$ cat src/rtl/lpm_sequencer_pkg.sv
// ============================================================================
//  Module      : lpm_sequencer_pkg
//  Description : Shared state encodings, LPMCTL layout and defaults for the
//                low-power-mode sequencer.
//  Revision    : 1.0  initial release
// ============================================================================
`default_nettype none

package lpm_sequencer_pkg;

    typedef enum logic [2:0] {
        ST_RUN        = 3'd0,
        ST_CPU_OFF    = 3'd1,
        ST_SMCLK_OFF  = 3'd2,
        ST_SLEEP      = 3'd3,
        ST_SETTLE     = 3'd4,
        ST_WAKE_SMCLK = 3'd5
    } lpm_state_e;

    localparam logic [8:0] LPMCTL_DEF     = 9'h05A;
    localparam logic [3:0] SETTLE_RST_DEF = 4'h8;

    localparam int SETTLE_LSB = 0;
    localparam int SETTLE_W   = 4;
    localparam int STATE_LSB  = 4;
    localparam int STATE_W    = 3;

    function automatic logic [15:0] lpmctl_pack(input lpm_state_e st, input logic [3:0] settle);
        logic [15:0] v;
        v = 16'h0000;
        v[SETTLE_LSB +: SETTLE_W] = settle;
        v[STATE_LSB +: STATE_W]   = st;
        return v;
    endfunction

endpackage

`default_nettype wire

$ cat src/rtl/lpm_settle_cnt.sv
// ============================================================================
//  Module      : lpm_settle_cnt
//  Description : Loadable 4-bit down-counter stepped by LFXT edges; saturates
//                at zero and flags it.
//  Revision    : 1.0  initial release
// ============================================================================
`default_nettype none

module lpm_settle_cnt (
    input  logic       mclk,
    input  logic       reset_n,
    input  logic       load,
    input  logic [3:0] load_val,
    input  logic       count_en,
    input  logic       lfxt_edge,
    output logic       zero
);

    logic [3:0] r_cnt;

    always_ff @(posedge mclk) begin
        if (!reset_n) begin
            r_cnt <= 4'd0;
        end else if (load) begin
            r_cnt <= load_val;
        end else if (count_en && lfxt_edge && (r_cnt != 4'd0)) begin
            r_cnt <= r_cnt - 4'd1;
        end
    end

    assign zero = (r_cnt == 4'd0);

endmodule

`default_nettype wire

$ cat src/rtl/lpm_sequencer.sv
// ============================================================================
//  Module      : lpm_sequencer
//  Description : Sequences CPU clock enable, SCG1 and OSCOFF into and out of
//                low-power modes. Optional oscillator settle wait is built
//                when LPM_OSC_SETTLE_EN is defined.
//  Revision    : 1.0  initial release
// ============================================================================
`default_nettype none

module lpm_sequencer #(
    parameter logic [8:0] LPMCTL     = lpm_sequencer_pkg::LPMCTL_DEF,
    parameter logic [3:0] SETTLE_RST = lpm_sequencer_pkg::SETTLE_RST_DEF
) (
    input  logic        mclk,
    input  logic        reset_n,
    input  logic        cpuoff,
    input  logic        scg1_req,
    input  logic        oscoff_req,
    input  logic        irq_pend,
    input  logic        lfxt_edge,
    input  logic [7:0]  per_addr,
    input  logic [15:0] per_din,
    input  logic        per_en,
    input  logic [1:0]  per_wen,
    output logic        cpu_en,
    output logic        scg1,
    output logic        oscoff,
    output logic [15:0] per_dout
);

    import lpm_sequencer_pkg::*;

    lpm_state_e r_state;
    lpm_state_e w_state_nxt;
    logic       r_cpu_en;
    logic       r_scg1;
    logic       r_oscoff;
    logic       w_cpu_en_nxt;
    logic       w_scg1_nxt;
    logic       w_oscoff_nxt;
    logic       w_settle_load;
    logic       w_cnt_zero;
    logic [3:0] w_settle_rd;
    logic       w_match;
    logic       w_wr;
    logic       w_rd;
    logic       w_unused;

    // per_addr is a word address; the register lives at a byte address.
    assign w_match = (per_addr == LPMCTL[8:1]);
    assign w_wr    = per_en & per_wen[0] & w_match;
    assign w_rd    = per_en & ~|per_wen & w_match;

`ifdef LPM_OSC_SETTLE_EN
    logic [3:0] r_settle;

    always_ff @(posedge mclk) begin
        if (!reset_n) begin
            r_settle <= SETTLE_RST;
        end else if (w_wr) begin
            r_settle <= per_din[SETTLE_LSB +: SETTLE_W];
        end
    end

    // The counter holds its own copy, so a write during SETTLE leaves it alone.
    lpm_settle_cnt u_settle_cnt (
        .mclk      (mclk),
        .reset_n   (reset_n),
        .load      (w_settle_load),
        .load_val  (r_settle),
        .count_en  (r_state == ST_SETTLE),
        .lfxt_edge (lfxt_edge),
        .zero      (w_cnt_zero)
    );

    assign w_settle_rd = r_settle;
    assign w_unused    = ^{per_din[15:4], w_wr};
`else
    assign w_cnt_zero  = 1'b1;
    assign w_settle_rd = 4'h0;
    assign w_unused    = ^{per_din, lfxt_edge, SETTLE_RST, w_wr, w_settle_load};
`endif

    always_ff @(posedge mclk) begin
        if (!reset_n) begin
            r_state  <= ST_RUN;
            r_cpu_en <= 1'b1;
            r_scg1   <= 1'b0;
            r_oscoff <= 1'b0;
        end else begin
            r_state  <= w_state_nxt;
            r_cpu_en <= w_cpu_en_nxt;
            r_scg1   <= w_scg1_nxt;
            r_oscoff <= w_oscoff_nxt;
        end
    end

    always_comb begin
        w_state_nxt   = r_state;
        w_cpu_en_nxt  = r_cpu_en;
        w_scg1_nxt    = r_scg1;
        w_oscoff_nxt  = r_oscoff;
        w_settle_load = 1'b0;
        case (r_state)
            ST_RUN: begin
                if (cpuoff && !irq_pend) begin
                    w_state_nxt  = ST_CPU_OFF;
                    w_cpu_en_nxt = 1'b0;
                end
            end
            ST_CPU_OFF: begin
                if (irq_pend) begin
                    w_state_nxt  = ST_RUN;
                    w_cpu_en_nxt = 1'b1;
                end else if (scg1_req) begin
                    w_state_nxt = ST_SMCLK_OFF;
                    w_scg1_nxt  = 1'b1;
                end else begin
                    w_state_nxt = ST_SLEEP;
                end
            end
            ST_SMCLK_OFF: begin
                if (irq_pend) begin
                    w_state_nxt = ST_WAKE_SMCLK;
                    w_scg1_nxt  = 1'b0;
                end else begin
                    w_state_nxt  = ST_SLEEP;
                    w_oscoff_nxt = oscoff_req;
                end
            end
            ST_SLEEP: begin
                if (irq_pend) begin
                    if (r_oscoff) begin
`ifdef LPM_OSC_SETTLE_EN
                        w_state_nxt   = ST_SETTLE;
                        w_oscoff_nxt  = 1'b0;
                        w_settle_load = 1'b1;
`else
                        w_state_nxt  = ST_WAKE_SMCLK;
                        w_oscoff_nxt = 1'b0;
                        w_scg1_nxt   = 1'b0;
`endif
                    end else if (r_scg1) begin
                        w_state_nxt = ST_WAKE_SMCLK;
                        w_scg1_nxt  = 1'b0;
                    end else begin
                        w_state_nxt  = ST_RUN;
                        w_cpu_en_nxt = 1'b1;
                    end
                end
            end
            ST_SETTLE: begin
                // Wake is already committed here, so irq_pend is not consulted.
                if (w_cnt_zero) begin
                    w_state_nxt = ST_WAKE_SMCLK;
                    w_scg1_nxt  = 1'b0;
                end
            end
            ST_WAKE_SMCLK: begin
                w_state_nxt  = ST_RUN;
                w_cpu_en_nxt = 1'b1;
            end
            default: begin
                w_state_nxt  = ST_RUN;
                w_cpu_en_nxt = 1'b1;
                w_scg1_nxt   = 1'b0;
                w_oscoff_nxt = 1'b0;
            end
        endcase
    end

    assign cpu_en   = r_cpu_en;
    assign scg1     = r_scg1;
    assign oscoff   = r_oscoff;
    assign per_dout = w_rd ? lpmctl_pack(r_state, w_settle_rd) : 16'h0000;

endmodule

`default_nettype wire
$ cat config.mk
export PLATFORM = sky130hd
export DESIGN_NAME = lpm_sequencer
export DESIGN_NICKNAME = d
export VERILOG_FILES = /design/src/rtl/lpm_sequencer_pkg.sv /design/src/rtl/lpm_settle_cnt.sv /design/src/rtl/lpm_sequencer.sv
export SDC_FILE = /design/constraint.sdc
export NUM_CORES = 1
export LEC_CHECK = 0
export BUFFER_PORTS_ARGS = -buffer_cell sky130_fd_sc_hd__buf_2
export CAP_MARGIN = 20
export CORE_UTILIZATION = 34
export CTS_CLUSTER_DIAMETER = 50
export DETAILED_ROUTE_END_ITERATION = 8
export MAX_ROUTING_LAYER = met4
export PLACE_DENSITY = 0.88
export SYNTH_ARGS = -nofsm -noshare
export SYNTH_HDL_FRONTEND = slang
export SYNTH_SLANG_ARGS = --single-unit
$ cat constraint.sdc
create_clock -name mclk -period 1.9 [get_ports mclk]
set_input_delay 0.38 -clock mclk [delete_from_list [all_inputs] [get_ports mclk]]
set_output_delay 0.38 -clock mclk [all_outputs]
set_load 0.02 [all_outputs]
==> metrics <==
status=complete, but fails checks; failing checks=negative setup slack; Global Route met2 Usage=25.4%; largest net degree at the start of global routing=14; H-tree depth=1; Avg WL per Cell=11.7 microns; Post-Synthesis Mean Instance Area=7.31 sq um; Sink Count=6; Area after DPL=569 sq um; worst path bufs/invs=2; Worst R2R Setup Slack=0.32 ns; hold wc startpoint=reset_n; worst hold stages=2; vias=545; Max Clock Skew=0.0100 ns; critical path cell sequence=buf_6 -> and4bb_2 -> nand4_1 -> or4b_4 -> nor2_1 -> buf_4; highest clock rate=501 MHz; TritonCTS buffer count=3; DR vias/cell=5.19; M1 GR Usage=18.0%; met3 usage=3.26%; vias in the first global route=392; Pins Over Slew Limit=0; FP Rows=13; r2r endpoint=cpu_en; final core utilization=46.2%; pre-CTS WS=-0.121 ns; DR DRC count=0; Die ar.=0.00166 sq mm; die width=40.8 microns; first-pass GRT wire length=1.65 mm; sequential element share of the synthesized area=23.5%; post-route ant nets=0; final WL=1.23 mm; Worst Setup End Kind=output port; Crit path required time=1.52 ns; worst-case reg-to-reg path depth=4; final worst path period need=2.00 ns; fraction of layout cells with a size suffix above 1=32.2%; CORE AREA=0.00135 sq mm; GRT Max-Usage Layer=met2; CP Max Fanout=3; YS warnings=0; routability cong.=0.888; DRT Pass-1 Iters=4; final net count=126; worst-case vdd ir drop=0.328 mV; clock-pin transition on the worst setup and hold timing paths=0.05 ns; final instance area=624 sq um; synthesized netlist cell count=70; setup bufs post-CTS=0; Initial Util=37.9%; Ports=53; Tot GR Track Use=15.9%; FF+latch count, synth=6; family with the most delay on the worst path=simple AND/OR/NAND/NOR gates; MaxCap Viol Count=0; Pwr Density=606 mW/mm^2; Power Total=378 uW; CTS tree=done; Worst Hold Path EP=r_state[0]; worst setup margin=-0.0968 ns; critical path type=in -> out; n_diodes=0; DP HPWL=913 microns; Die H=40.8 microns; gr ovfl total=0; Worst path max stage delay=0.52 ns; period utilisation layout=105%; RSZ-0062 raised after global routing=yes; Worst EP arrival=1.62 ns; HP Class=in -> reg; Final setup viols=3; number of port buffers=22; Yosys cell types=28; Synth Cell Area=512 sq um; initial antenna violation count=0; critical path's slowest cell=or4b_4; RR Startpoint=r_state[0]; P&R area growth vs syn=22.0%; initial drt markers=30; Leak Pwr=0.297 nW; Max Buffers Root-to-Sink=2; root buffer cell=clkbuf_4; Fin. Hold Viols=0; worst skew pair latency=0.25 ns; Critical Path Start Type=input port
stage by stage:
stage          cells  hold slack (ns)  setup TNS [ns]
3_5_place_dp     102            0.551          -0.326
4_1_cts          105            0.391          -0.264
5_1_grt          105            0.398          -0.368
6_report         105            0.393          -0.252
3_3_place_gp     102            0.541          -0.218
2_1_floorplan     82            0.498               0
final cells by class:
type | instances | area [sq um]
Clock buffer | 3 | 22.5
Fill cell | 133 | 726
Inverter | 4 | 15.0
Multi-Input combinational cell | 55 | 310
Sequential cell | 6 | 120
Tap cell | 15 | 18.8
Timing Repair Buffer | 22 | 138
worst reg2reg max path: stages (launching register included):
cell	delay, ns
dfxtp_1	0.54
inv_1	0.18
o32a_1	0.40
a211oi_1	0.25
a41oi_1	0.06
layer usage:
| metal | vias up | share of wire [%] |
|---|---|---|
| li1 | 265 | - |
| met1 | 240 | 41 |
| met2 | 35 | 48 |
| met3 | 5 | 8.3 |
| met4 | 0 | 2.0 |
| met5 | - | 0 |
cells in the mapped netlist, drive strengths merged:
cell type / number / area, sq um
xor2: 1 / 8.76
nor4: 2 / 12.5
buf: 16 / 113
nand3: 1 / 5.00
o221ai: 1 / 8.76
o211a: 1 / 10.0
o21ai: 3 / 15.0
o21a: 1 / 7.51
dfxtp: 6 / 120
clkbuf: 1 / 3.75
or3: 2 / 12.5
nor4b: 1 / 8.76
a211oi: 2 / 15.0
a21oi: 6 / 30.0
o32a: 1 / 10.0
nor3: 2 / 10.0
a41oi: 1 / 8.76
a21o: 1 / 7.51
inv: 4 / 15.0
and4bb: 1 / 12.5
nor2b: 1 / 6.26
nand4: 1 / 6.26
a31oi: 1 / 6.26
conb: 1 / 3.75
nor2: 9 / 33.8
nand2: 2 / 7.51
or4b: 1 / 13.8
cell families after synthesis:
group	synth area share, %
AO/OA/AOI/OAI	23.2
XOR/XNOR	1.71
buffers and inverters	25.7
flip-flops	23.5
other	0.733
AND/OR/NAND/NOR	25.2
sequential cells by signal, summed over array words and instances, names as in the netlist:
signal and flops:
r_state 3, cpu_en 1, oscoff 1, scg1 1
what timing repair did:
action,CTS,global route
setup endpoints to repair,3,3
pin swaps,0,0
cloned,0,0
hold buffers,0,0
gates resized for setup,7,2
layout by cell type, fill, tap and decap left out, drive strengths merged:
master | Yosys | final
a31oi | 1 | 1
nor2b | 1 | 1
clkbuf | 1 | 3
o21a | 1 | 1
buf | 16 | 22
inv | 4 | 4
nor4b | 1 | 1
o21ai | 3 | 3
or4b | 1 | 1
a21oi | 6 | 6
a21o | 1 | 1
nor2 | 9 | 9
a41oi | 1 | 1
xor2 | 1 | 1
nand4 | 1 | 1
and4bb | 1 | 1
or3 | 2 | 2
a211oi | 2 | 2
o32a | 1 | 1
o221ai | 1 | 1
nor3 | 2 | 2
dfxtp | 6 | 6
o211a | 1 | 1
nand3 | 1 | 1
nor4 | 2 | 2
conb | 1 | 13
nand2 | 2 | 2
where the power goes:
| group | leakage, nW | internal [mW] | total [mW] | switching, mW |
|---|---|---|---|---|
| clock | 0.0138 | 0.0717 | 0.122 | 0.0498 |
| combinational | 0.234 | 0.0410 | 0.107 | 0.0658 |
| sequential | 0.0490 | 0.135 | 0.150 | 0.0148 |
how the worst max path moves through the flow:
stage,slack [ns],cells past startpoint,startpoint,endpoint
2_1_floorplan,0.001,4,per_addr[6],per_dout[4]
3_3_place_gp,-0.07,6,per_addr[6],per_dout[4]
3_5_place_dp,-0.12,6,per_addr[6],per_dout[4]
4_1_cts,-0.09,6,per_addr[6],per_dout[6]
5_1_grt,-0.13,6,per_addr[6],per_dout[4]
6_report,-0.1,6,per_addr[6],per_dout[6]
(Power assumes the default switching activity.)
